===== config.mk =====
export PLATFORM = sky130hd
export DESIGN_NAME = eth_header_parser
export DESIGN_NICKNAME = d
export VERILOG_FILES = /design/src/rtl/eth_header_parser.sv
export SDC_FILE = /design/constraint.sdc
export NUM_CORES = 1
export LEC_CHECK = 0
export CORE_MARGIN = 3
export CORE_UTILIZATION = 35
export DETAILED_ROUTE_END_ITERATION = 12
export REMOVE_ABC_BUFFERS = 1
export SLEW_MARGIN = 10
export SYNTH_ARGS = -nofsm -noshare
export SYNTH_HDL_FRONTEND = slang
export SYNTH_SLANG_ARGS = --single-unit

===== constraint.sdc =====
create_clock -name clk -period 3.03 [get_ports clk]
set_input_delay 0.606 -clock clk [delete_from_list [all_inputs] [get_ports clk]]
set_output_delay 0.606 -clock clk [all_outputs]
set_load 0.01 [all_outputs]

===== src/rtl/eth_header_parser.sv =====
// Classifies Ethernet frames (optional single 802.1Q tag) as IPv4/IPv6/other and extracts dst IP; decision 15/35/55 cycles after SFD, +4 with a tag.
// No backpressure: rx_valid dropping before a decision aborts the frame; decoded fields hold until the next decision.
module eth_header_parser #(
    parameter int unsigned RGMII_W = 8,
    parameter int unsigned VLAN_EN = 1
) (
    input  logic               clk,
    input  logic               rst,
    input  logic [RGMII_W-1:0] rx_data,
    input  logic               rx_valid,
    output logic               hdr_valid,
    output logic               is_ip,
    output logic               is_ipv6,
    output logic [127:0]       dst_ip,
    output logic [15:0]        ethertype,
    output logic               frame_abort
);

    localparam logic [7:0]  SFD_BYTE   = 8'hD5;
    localparam logic [15:0] ETYPE_VLAN = 16'h8100;
    localparam logic [15:0] ETYPE_IPV4 = 16'h0800;
    localparam logic [15:0] ETYPE_IPV6 = 16'h86DD;

    typedef enum logic [2:0] {
        IDLE,
        ETH_HDR,
        IPV4_HDR,
        IPV6_HDR,
        WAIT_END
    } state_t;

    state_t         state;
    logic [5:0]     idx;
    logic           vlan_seen;
    logic [7:0]     etype_hi;
    logic [15:0]    cur_etype;
    logic [119:0]   dst_shift;

    logic [7:0]     rx_byte;
    logic [5:0]     rel;
    logic [5:0]     idx_next;
    logic [15:0]    rx_etype;

    // rel is the byte offset with any skipped VLAN tag removed
    always_comb begin
        rx_byte  = rx_data[7:0];
        rel      = idx - {3'b000, vlan_seen, 2'b00};
        idx_next = (idx == 6'h3F) ? idx : idx + 6'd1;
        rx_etype = {etype_hi, rx_byte};
    end

    always_ff @(posedge clk) begin
        if (rst) begin
            state       <= IDLE;
            idx         <= '0;
            vlan_seen   <= 1'b0;
            etype_hi    <= '0;
            cur_etype   <= '0;
            dst_shift   <= '0;
            hdr_valid   <= 1'b0;
            frame_abort <= 1'b0;
            is_ip       <= 1'b0;
            is_ipv6     <= 1'b0;
            dst_ip      <= '0;
            ethertype   <= '0;
        end else begin
            hdr_valid   <= 1'b0;
            frame_abort <= 1'b0;

            case (state)
                IDLE: begin
                    if (rx_valid && rx_byte == SFD_BYTE) begin
                        state     <= ETH_HDR;
                        idx       <= '0;
                        vlan_seen <= 1'b0;
                    end
                end

                ETH_HDR: begin
                    if (!rx_valid) begin
                        frame_abort <= 1'b1;
                        state       <= IDLE;
                    end else begin
                        idx <= idx_next;
                        if (rel == 6'd12) begin
                            etype_hi <= rx_byte;
                        end else if (rel == 6'd13) begin
                            cur_etype <= rx_etype;
                            if (VLAN_EN != 0 && rx_etype == ETYPE_VLAN && !vlan_seen) begin
                                vlan_seen <= 1'b1;
                            end else if (rx_etype == ETYPE_IPV4) begin
                                state <= IPV4_HDR;
                            end else if (rx_etype == ETYPE_IPV6) begin
                                state <= IPV6_HDR;
                            end else begin
                                hdr_valid <= 1'b1;
                                is_ip     <= 1'b0;
                                is_ipv6   <= 1'b0;
                                dst_ip    <= '0;
                                ethertype <= rx_etype;
                                state     <= WAIT_END;
                            end
                        end
                    end
                end

                IPV4_HDR: begin
                    if (!rx_valid) begin
                        frame_abort <= 1'b1;
                        state       <= IDLE;
                    end else begin
                        idx <= idx_next;
                        if (rel == 6'd14 && rx_byte[7:4] != 4'd4) begin
                            hdr_valid <= 1'b1;
                            is_ip     <= 1'b0;
                            is_ipv6   <= 1'b0;
                            dst_ip    <= '0;
                            ethertype <= cur_etype;
                            state     <= WAIT_END;
                        end else if (rel >= 6'd30 && rel <= 6'd33) begin
                            dst_shift <= {dst_shift[111:0], rx_byte};
                            if (rel == 6'd33) begin
                                hdr_valid <= 1'b1;
                                is_ip     <= 1'b1;
                                is_ipv6   <= 1'b0;
                                dst_ip    <= {96'd0, dst_shift[23:0], rx_byte};
                                ethertype <= cur_etype;
                                state     <= WAIT_END;
                            end
                        end
                    end
                end

                IPV6_HDR: begin
                    if (!rx_valid) begin
                        frame_abort <= 1'b1;
                        state       <= IDLE;
                    end else begin
                        idx <= idx_next;
                        if (rel == 6'd14 && rx_byte[7:4] != 4'd6) begin
                            hdr_valid <= 1'b1;
                            is_ip     <= 1'b0;
                            is_ipv6   <= 1'b0;
                            dst_ip    <= '0;
                            ethertype <= cur_etype;
                            state     <= WAIT_END;
                        end else if (rel >= 6'd38 && rel <= 6'd53) begin
                            dst_shift <= {dst_shift[111:0], rx_byte};
                            if (rel == 6'd53) begin
                                hdr_valid <= 1'b1;
                                is_ip     <= 1'b1;
                                is_ipv6   <= 1'b1;
                                dst_ip    <= {dst_shift, rx_byte};
                                ethertype <= cur_etype;
                                state     <= WAIT_END;
                            end
                        end
                    end
                end

                WAIT_END: begin
                    if (!rx_valid) begin
                        state <= IDLE;
                    end
                end

                default: begin
                    state <= IDLE;
                end
            endcase
        end
    end

endmodule


# --- Yosys cells after proc, flatten, opt, wreduce, memory -nomap -nowiden ---
# Cells that the tools add are included.
word_totals:
  reg_bits: 302
  word_cells: 185
  input_bits: 11
classes:
  add_sub_neg: 2
  eq_ne: 44
  mux: 100
  bitwise: 2
  reduce_logical: 21
  magnitude_cmp: 4
op_table:
  columns: ["operator", "count"]
  rows:
  - ["2-to-1 mux 128 bit", 14]
  - ["2-to-1 mux 120 bit", 6]
  - ["one-hot mux 128 bit (3 select lines)", 1]
  - ["one-hot mux 120 bit (2 select lines)", 1]
  - ["2-to-1 mux 16 bit", 14]
  - ["2-to-1 mux 3 bit", 16]
  - ["one-hot mux 16 bit (3 select lines)", 1]
  - ["2-to-1 mux 1 bit", 38]
  - ["== test 16 bit (second input constant)", 2]
  - ["inequality test 2 bit (second input constant)", 16]
  - ["inequality test 3 bit (second input constant)", 7]
  - ["== test 6 x 4 -> 1 bit (second input constant)", 3]
  - ["== test 6 bit (second input constant)", 3]
  - ["2-to-1 mux 6 bit", 3]
  - ["== test 16 x 12 -> 1 bit (second input constant)", 1]
  - ["inequality test 4 bit (second input constant)", 4]
  - ["one-hot mux 3 bit (5 select lines)", 1]
  - ["AND reduction 13 bit", 1]
  - ["less-or-equal comparator 6 bit (second input constant)", 2]
  - ["one-hot mux 6 bit (2 select lines)", 1]
  - ["one-hot mux 1 bit (3 select lines)", 3]
  - ["AND reduction 9 bit", 1]
  - ["== test 8 bit (second input constant)", 1]
  - ["inequality test 4 x 3 -> 1 bit (second input constant)", 2]
  - ["other kinds (21)", 31]

# --- Logic depth before layout (Yosys ltp) ---
# Gate-level depths: netlist (run 1).
depth:
  ltp_word: 8
  ltp_mapped: 12

# --- Least setup slack after synthesis (run 1) ---
# Ideal clock, no wire load.
synth_timing:
  kind: "reg2reg"
  startpoint: "reg idx[2]"
  endpoint: "reg ethertype[10]"
  path_stages_with_launch: 10
  n_path_buf: 1
  path_slack_ns: 0.394
  synth_period_minus_slack_ns: 2.636
  arrival_time_ns: 2.502
  path_cell_list: "dfxtp_1 inv_1 ha_1 ha_1 o41ai_2 a311oi_1 or3_4 nor2_4 buf_2 a311oi_1"
synth_between:
  elab_chain_cells: 6
  word_cells_on_any_way: 26
  cone_classes: "add/sub (1); order compare (4); eq/ne (11); mux (5); reduce/logical (5)"
synth_lines:
  columns: ["element", "line", "rtl"]
  rows:
  - ["from (decl)", "33", "logic [5:0] idx;"]
  - ["from (signal assigned)", "84", "idx <= idx_next;"]
  - ["from (signal assigned)", "112", "idx <= idx_next;"]
  - ["from (signal assigned)", "139", "idx <= idx_next;"]
  - ["subtractor 6 x 3 -> 6 bit *", "47", "rel = idx - {3'b000, vlan_seen, 2'b00};"]
  - ["branches (longest 5 deep; another with greater-or-equal comparator 6 bit)", null, null]
  - ["to (signal assigned)", "127", "ethertype <= cur_etype;"]
  - ["to (signal assigned)", "145", "ethertype <= cur_etype;"]
  - ["to (signal assigned)", "154", "ethertype <= cur_etype;"]
  - ["to (decl)", "15", "output logic [15:0] ethertype,"]
# Every way passes the cells marked *. The select of a mux whose other input is x is not followed.
# A chain may end at the register's enable or synchronous reset.

# --- Worst setup path in the final report (run 1) ---
layout_timing:
  startpoint: "reg idx[2]"
  endpoint: "reg dst_ip[63]"
layout_between:
  elab_chain_cells: 6
  word_cells_on_any_way: 26
  cone_classes: "add/sub (1); order compare (4); eq/ne (11); mux (5); reduce/logical (5)"
layout_lines:
  columns: ["element", "line", "rtl"]
  rows:
  - ["subtractor 6 x 3 -> 6 bit *", "47", null]
  - ["branches (longest 5 deep; another with greater-or-equal comparator 6 bit)", null, null]
  - ["to (signal assigned)", "126", "dst_ip <= {96'd0, dst_shift[23:0], rx_byte};"]
  - ["to (signal assigned)", "153", "dst_ip <= {dst_shift, rx_byte};"]
  - ["to (decl)", "14", "output logic [127:0] dst_ip,"]
# Marked as above.

==> flow_summary.yaml, run 1 <==
sta:
  drv_slew: 0
  slew-limit-headroom: 0.473
  post-route-min-period_ns: 2.90
  skew_ns: 0.0145
  holdWs_ns: 0.450
  worst_slew_pin_slew_ns: 0.789
  setup_violations: 0
  worst_slack_ns: 0.135
  fmax_ghz: 0.345
  period_share: 0.956
  report.final.hold_viol_count: 0
setup_path:
  crit_path_max_fanout: 11
  critical_path_class: "reg -> reg"
  endpoint_kind: "flop"
  worstPathRequired_ns: 3.42
  cp.arrival_ns: 3.29
  start_kind: "flop"
yosys:
  synth-seq-cells: 302
  ys.flop_type: "dfxtp_1"
  synth_cell_types: 56
  synthTopCellsByCount: "314 x nand2_1, 302 x dfxtp_1, 144 x a21oi_1, 96 x a22o_1, 58 x clkbuf_1"
  yosysWarningCount: 0
  synth_top_area_cell: "dfxtp_1"
  synth_area_mm2: 0.0110
  synth.most_common_cell: "nand2_1"
  synth_area_per_cell_um2: 9.43
  netlist.area_leader.share: 0.548
  seq_area_frac_synth: 0.548
  synth_edf_count: 0
  synthCells: 1171
  async_reset_ff_frac: 0
  synth_area_leaders: "dfxtp_1 55%, nand2_1 11%, a22o_1 7.6%"
placed_design:
  hpwl_um: 17600
  routabilityCongestion: 0.832
  numPortBuffers: 158
  post-place-ws_ns: -0.132
pwr:
  power_density_mw_per_mm2: 620
  p_leak_nw: 5.08
  power_w: 0.00894
  peakVddDrop_uv: 420
layout:
  diodes: 0
  multi_input_area_mm2: 0.00462
  synthToLayoutAreaGrowth_pct: 30.6
  seqCellArea_mm2: 0.00605
  fillers: 2875
  nets: 1334
  drive_above_1_share: 0.113
  final_core_util: 0.468
die:
  start_util: 0.358
  io_pins: 159
  die_h_um: 184
  die_width_um: 184
  die_area_mm2: 0.0337
  core_area_mm2: 0.0308
  fp-row-count: 64
clock_network:
  cts_sinks: 302
  cts-root-buf: "clkbuf_16"
  clock_latency_ns: 0.51
  clk_pin_slew_ns: 0.06
  cts_tree: "done"
  cts_hold_buf: 0
  cts_buffers: 34
  cts_buffer_depth: 3
  htreeDepth: 2
grt:
  grt_pass1_vias: 8198
  track_usage: 0.159
  grt_pass1_wl_um: 44500
  grt_max_degree: 101
  antenna_found_initial: 0
  grt-ovfl-total: 0
run_status:
  status: "complete, no violations"
routing:
  vias: 8707
  drt_iter0_markers: 386
  drtAntennaViolNets: 0
  routed_wl_um: 27700
  vias_per_cell: 5.01
  drc: 0
  avgRoutedWirePerCell_um: 15.9
  first_pass_iters: 4
hold_path:
  min_path_type: "reg -> reg"
job:
  drv_cap: 0
-- worst max-delay path, stage by stage (launching register included) --
cell and delay (ns):
dfxtp_1 0.34, inv_1 0.07, ha_1 0.23, ha_1 0.25, nor2_1 0.14, a21oi_2 0.10, o41ai_4 0.38, a31oi_1 0.22
nor3_2 0.22, buf_4 0.15, a21oi_4 0.06, buf_12 0.18, buf_4 0.19, a22o_1 0.24
-- layout make-up --
cell class,count,area share
flip-flops and latches,302,0.419
multi-input cells,772,0.320
repair buffers,202,0.145
clock buffers,47,0.0666
well taps,396,0.0344
clock inverters,14,0.0134
inverters,4,0.00104
-- registers in the layout, indices dropped and copies added, names as in the netlist --
| register | cells |
|---|---|
| dst_ip | 128 |
| dst_shift | 120 |
| cur_etype | 16 |
| ethertype | 16 |
| etype_hi | 8 |
| idx | 6 |
| state | 3 |
| frame_abort | 1 |
| hdr_valid | 1 |
| is_ip | 1 |
| is_ipv6 | 1 |
| vlan_seen | 1 |
-- repair_timing --
action | CTS | global route
resized for setup | 1 | 5
setup buffers | 0 | 2
pin swaps | 1 | 2
cloned | 0 | 0
endpoints found under the setup margin | 9 | 137
-- routing by layer --
layer | up-vias | wire, um | track usage
met5 | - | 0 | 0
met4 | 0 | 586 | 0.0475
met3 | 48 | 1510 | 0.0307
met2 | 219 | 12200 | 0.251
met1 | 4070 | 13300 | 0.223
li1 | 4370 | - | -
-- report_power, final --
part	switching, W	internal [W]
logic	0.000370	0.000276
registers	0.0000632	0.00403
clock network	0.00162	0.00258
-- placed cells by master, fill, tap and decap left out, drive strengths merged, types with 8 or more instances in the layout --
master and n:
buf 45, a21oi 145, nand2 315, clkinv 8
clkdlybuf4s50 157, nor3 9, nand3 8, o2bb2ai 33
dfxtp 302, a311oi 18, nor2 48, clkbuf 47
a22o 96, mux2i 25
-- final timing paths --
| check | startpoint | end | slack [ns] | cells past startpoint |
|---|---|---|---|---|
| worst min-delay path | dst_shift[116]$_SDFFE_PP0P_ | dst_ip[124]$_SDFFE_PP0P_ | 0.45 | 1 |
| worst max-delay path | idx[2]$_SDFFE_PP0P_ | dst_ip[63]$_SDFFE_PP0P_ | 0.13 | 13 |
| worst min register to register | dst_shift[116]$_SDFFE_PP0P_ | dst_ip[124]$_SDFFE_PP0P_ | 0.45 | 1 |
| worst max register to register | idx[2]$_SDFFE_PP0P_ | dst_ip[63]$_SDFFE_PP0P_ | 0.13 | 13 |
-- through the flow --
step           area [um^2]  TNS (ns)  std cells
3_3_place_gp         13200     -4.02       1674
2_1_floorplan        10600   -979.86       1078
6_report             14400         0       1737
5_1_grt              14400    -0.386       1737
3_5_place_dp         13200     -7.73       1674
4_1_cts              14400         0       1735
-- logic make-up (layout without fill, tap and decap cells) --
logic type,after synthesis,count (layout),share of synthesized area
buffers and inverters,97,267,0.0411
AND/OR/NAND/NOR,420,420,0.160
multiplexers,25,25,0.0227
XOR/XNOR,3,3,0.00238
AO/OA/AOI/OAI,317,317,0.218
flip-flops,302,302,0.548
adder cells (fa/ha/maj),7,7,0.00793
(Power assumes the default switching activity.)
==> run 2: changes to the inputs <==
Settings changed: CORE_ASPECT_RATIO set to 1.1, SLEW_MARGIN 10 to 20.
==> flow_summary.yaml, run 2 (synthesis results as in run 1) <==
grt:
  grt_pass1_wl_um: 44700
  grt.met1_usage: 0.220
  grt_pass1_vias: 8257
  antenna_found_initial: 0
  grt_max_degree: 70
  track_usage: 0.159
  grt-ovfl-total: 0
  grtUsageMet2: 0.261
  grt.met3_usage: 0.0301
  busiest_layer: "met2"
sta:
  slew-limit-headroom: 0.620
  report.final.hold_viol_count: 0
  setup_violations: 0
  period_share: 0.931
  post-route-min-period_ns: 2.82
  drv_slew: 0
  fmax_ghz: 0.355
  holdWs_ns: 0.454
  skew_ns: 0.00905
  worst_slew_pin_slew_ns: 0.570
setup_path:
  worstPathRequired_ns: 3.51
  crit_path_max_fanout: 16
  path_buf_inv: 2
  r2r_slack_ns: 0.21
  critical_path_class: "reg -> reg"
  endpoint_kind: "flop"
  start_kind: "flop"
  critPathMaxStageDelay_ns: 0.43
  cp.arrival_ns: 3.30
  cp_cell_sequence: "ha_1 -> nor3b_4 -> xnor2_1 -> nor4_2 -> a311oi_2 -> buf_4 -> or3_4 -> o21a_4 -> buf_12 -> o2bb2ai_2"
  critPathTopFamily: "simple AND/OR/NAND/NOR gates"
  cp_slowest_cell: "nor4_2"
routing:
  drtAntennaViolNets: 0
  vias: 8859
  vias_per_cell: 5.00
  avgRoutedWirePerCell_um: 16.2
  routed_wl_um: 28800
  first_pass_iters: 5
  drt_iter0_markers: 725
  drc: 0
layout:
  final_common_cell: "nand2_1"
  regMostFlops: "dst_ip"
  largest_reg_flops: 128
  diodes: 0
  largestRegisters: "dst_ip: 128 flops, dst_shift: 120 flops"
  most-common-layout-cells: "314 x nand2_1, 302 x dfxtp_1, 157 x clkdlybuf4s50_1"
  synthToLayoutAreaGrowth_pct: 32.2
  fillers: 2941
  nets: 1351
  drive_above_1_share: 0.127
pwr:
  peakVddDrop_uv: 423
  p_leak_nw: 5.16
  power_density_mw_per_mm2: 605
  power_w: 0.00883
clock_network:
  cts_hold_buf: 0
  clk_pin_slew_ns: 0.06
  cts_tree: "done"
  clock_latency_ns: 0.55
  cts_sinks: 302
  htreeDepth: 1
  cts_buffers: 31
  cts-root-buf: "clkbuf_16"
  cts_buffer_depth: 3
die:
  fp-row-count: 67
  die_width_um: 175
  core_area_mm2: 0.0308
  start_util: 0.359
  die_h_um: 192
  die_area_mm2: 0.0337
  io_pins: 159
placed_design:
  routabilityCongestion: 0.806
  hpwl_um: 18600
  numPortBuffers: 158
run_status:
  status: "complete, no violations"
job:
  drv_cap: 0
hold_path:
  min_path_type: "reg -> reg"
[run 2: through the flow]
stage	setup slack, ns	utilization	cell area, um^2	setup TNS, ns	instances
after global placement	-0.130	0.436	13400	-7.79	1710
after CTS	0.0210	0.472	14500	0	1768
after global routing	-0.00805	0.475	14600	-0.0295	1772
final	0.211	0.475	14600	0	1772
after detailed placement	-0.155	0.436	13400	-11.73	1710
after floorplan	-5.28	-	10600	-979.86	1078
[run 2: cell type report]
type                    count  area [um^2]  share of cell area
clock buffers              49          953              0.0653
multi-input cells         774         4640               0.318
inverters                   4         15.0             0.00103
repair buffers            220         2260               0.155
clock inverters             9          166              0.0114
well taps                 414          518              0.0355
flip-flops and latches    302         6050               0.414
[run 2: tightest hold or removal path, cell delays in order (launching register included)]
cell and delay [ns]:
dfxtp_1 0.31, nand2_1 0.05, a21oi_1 0.05
[run 2: final timing paths]
check	start	to	cells past startpoint
worst max-delay path	vlan_seen$_SDFFE_PP0P_	dst_ip[16]$_SDFFE_PP0P_	10
worst min-delay path	dst_shift[117]$_SDFFE_PP0P_	dst_shift[117]$_SDFFE_PP0P_	2
worst max register to register	vlan_seen$_SDFFE_PP0P_	dst_ip[16]$_SDFFE_PP0P_	10
worst min register to register	dst_shift[117]$_SDFFE_PP0P_	dst_shift[117]$_SDFFE_PP0P_	2
[run 2: per-layer routing]
layer | share of wire | vias to the layer above
li1 | - | 4409
met1 | 0.47 | 4175
met2 | 0.46 | 238
met3 | 0.058 | 37
met4 | 0.016 | 0
met5 | 0 | -
[run 2: power breakdown]
| part | switching (W) | internal [W] | total (W) |
|---|---|---|---|
| Sequential | 0.0000450 | 0.00403 | 0.00408 |
| Clock | 0.00154 | 0.00250 | 0.00404 |
| Combinational | 0.000406 | 0.000297 | 0.000703 |
[run 2: what timing repair did]
| action | 4_1_cts | 5_1_grt |
|---|---|---|
| gates resized for setup | 0 | 8 |
| endpoints found under the setup margin | 0 | 244 |
| hold endpoints to repair | 0 | 0 |
| buffers inserted | 0 | 2 |
==> run 3: changes to the inputs <==
Settings changed: GPL_TIMING_DRIVEN set to 0.
==> flow_summary.yaml, run 3 (synthesis results as in run 1) <==
grt:
  antenna_found_initial: 0
  grt-ovfl-total: 0
  busiest_layer: "met2"
  grt_max_degree: 94
  grt_pass1_wl_um: 47000
  grt.met3_usage: 0.0360
  track_usage: 0.168
  grtUsageMet2: 0.270
  grt.met1_usage: 0.228
  grt_pass1_vias: 8679
sta:
  skew_ns: 0.0114
  worst_slew_pin_slew_ns: 0.775
  post-route-min-period_ns: 2.93
  drv_slew: 0
  fmax_ghz: 0.341
  period_share: 0.969
  report.final.hold_viol_count: 0
  slew-limit-headroom: 0.483
  rsz0062_at_grt: "no"
  setup_violations: 0
layout:
  layoutNonFillerInstCount: 1748
  most-common-layout-cells: "314 x nand2_1, 301 x dfxtp_1, 150 x clkdlybuf4s50_1"
  final_area_mm2: 0.0146
  diodes: 0
  nets: 1331
  synthToLayoutAreaGrowth_pct: 32.6
  largest_reg_flops: 128
  regMostFlops: "dst_ip"
  drive_above_1_share: 0.115
  final_common_cell: "nand2_1"
  largestRegisters: "dst_ip: 128 flops, dst_shift: 120 flops"
setup_path:
  critPathMaxStageDelay_ns: 0.47
  worstPathRequired_ns: 3.38
  endpoint_kind: "flop"
  crit_path_max_fanout: 17
  cp.arrival_ns: 3.29
  start_kind: "flop"
  cp_slowest_cell: "dfxtp_1"
  cp_cell_sequence: "inv_1 -> ha_4 -> nand2_1 -> nor4_4 -> a311oi_4 -> buf_4 -> or3_4 -> nor2_4 -> a311oi_1"
  critical_path_class: "reg -> reg"
clock_network:
  clk_pin_slew_ns: 0.06
  clock_latency_ns: 0.50
  cts_sinks: 302
  cts_buffer_depth: 3
  cts_buffers: 34
  cts_hold_buf: 0
  htreeDepth: 2
  cts_tree: "done"
  cts-root-buf: "clkbuf_16"
routing:
  routed_wl_um: 28800
  drc: 0
  avgRoutedWirePerCell_um: 16.5
  vias: 8940
  drt_iter0_markers: 502
  drtAntennaViolNets: 0
  first_pass_iters: 5
  vias_per_cell: 5.11
placed_design:
  placed_area_mm2: 0.0132
  dp.cells: 1677
  hpwl_um: 17900
  routabilityCongestion: 0.789
  numPortBuffers: 158
die:
  start_util: 0.359
  die_h_um: 192
  core_area_mm2: 0.0308
  die_width_um: 175
  io_pins: 159
  die_area_mm2: 0.0337
  fp-row-count: 67
job:
  drv_cap: 0
pwr:
  power_density_mw_per_mm2: 609
  peakVddDrop_uv: 348
  p_leak_nw: 5.15
run_status:
  status: "complete, no violations"
hold_path:
  min_path_type: "reg -> reg"
==> run 3: cell type report <==
cell class,count,area [um^2]
Clock buffer,46,946
Clock inverter,11,176
Fill cell,2937,16100
Inverter,4,15.0
Multi-Input combinational cell,774,4750
Sequential cell,302,6050
Tap cell,414,518
Timing Repair Buffer,197,2190
==> run 3: worst paths after layout <==
path                                                  start                     endpoint  slack, ns  depth (start not counted)
worst max-delay path                    idx[3]$_SDFFE_PP0P_    ethertype[1]$_SDFFE_PP0P_        0.1                          9
worst min-delay path            dst_shift[118]$_SDFFE_PP0P_  dst_shift[118]$_SDFFE_PP0P_       0.45                          2
worst max register to register          idx[3]$_SDFFE_PP0P_    ethertype[1]$_SDFFE_PP0P_        0.1                          9
worst min register to register  dst_shift[118]$_SDFFE_PP0P_  dst_shift[118]$_SDFFE_PP0P_       0.45                          2
==> run 3: metrics by stage <==
stage / utilization / hold slack (ns) / total power, W / setup TNS, ns / setup WS, ns
2_1_floorplan: - / 0.430 / 0.00444 / -979.86 / -5.28
3_3_place_gp: 0.413 / 0.433 / 0.00473 / -3128.46 / -12.73
3_5_place_dp: 0.430 / 0.441 / 0.00481 / -132.85 / -1.20
4_1_cts: 0.473 / 0.454 / 0.00903 / -0.00945 / -0.00818
5_1_grt: 0.476 / 0.483 / 0.00926 / 0 / 0.00420
6_report: 0.476 / 0.453 / 0.00891 / 0 / 0.0951
==> run 3: worst max-delay path: cells and delay by family, from the launching register on <==
kind / cells / cell delay (ns)
AOI/OAI and AO/OA: 2 / 0.29
DFF: 1 / 0.47
adders and majority gates: 1 / 0.35
and+or+nand+nor: 4 / 1.34
buffers and inverters: 2 / 0.33
==> run 3: timing repair <==
| action | 4_1_cts | 5_1_grt |
|---|---|---|
| setup endpoints to repair | 229 | 215 |
| gates resized for setup | 24 | 8 |
| gates cloned | 2 | 1 |
| endpoints found under the hold margin | 0 | 0 |
| buffers inserted | 7 | 4 |
| pin swaps | 4 | 4 |
==> run 3: routing by layer <==
metal / routed length, um / up-vias / share of wire
li1: - / 4376 / -
met1: 13300 / 4240 / 0.46
met2: 13000 / 272 / 0.45
met3: 1770 / 52 / 0.061
met4: 643 / 0 / 0.022
met5: 0 / - / 0
==> run 3: where the power goes <==
part	switching, W	internal, W	total (W)
Sequential	0.0000621	0.00403	0.00410
Combinational	0.000400	0.000287	0.000687
Clock	0.00160	0.00253	0.00413
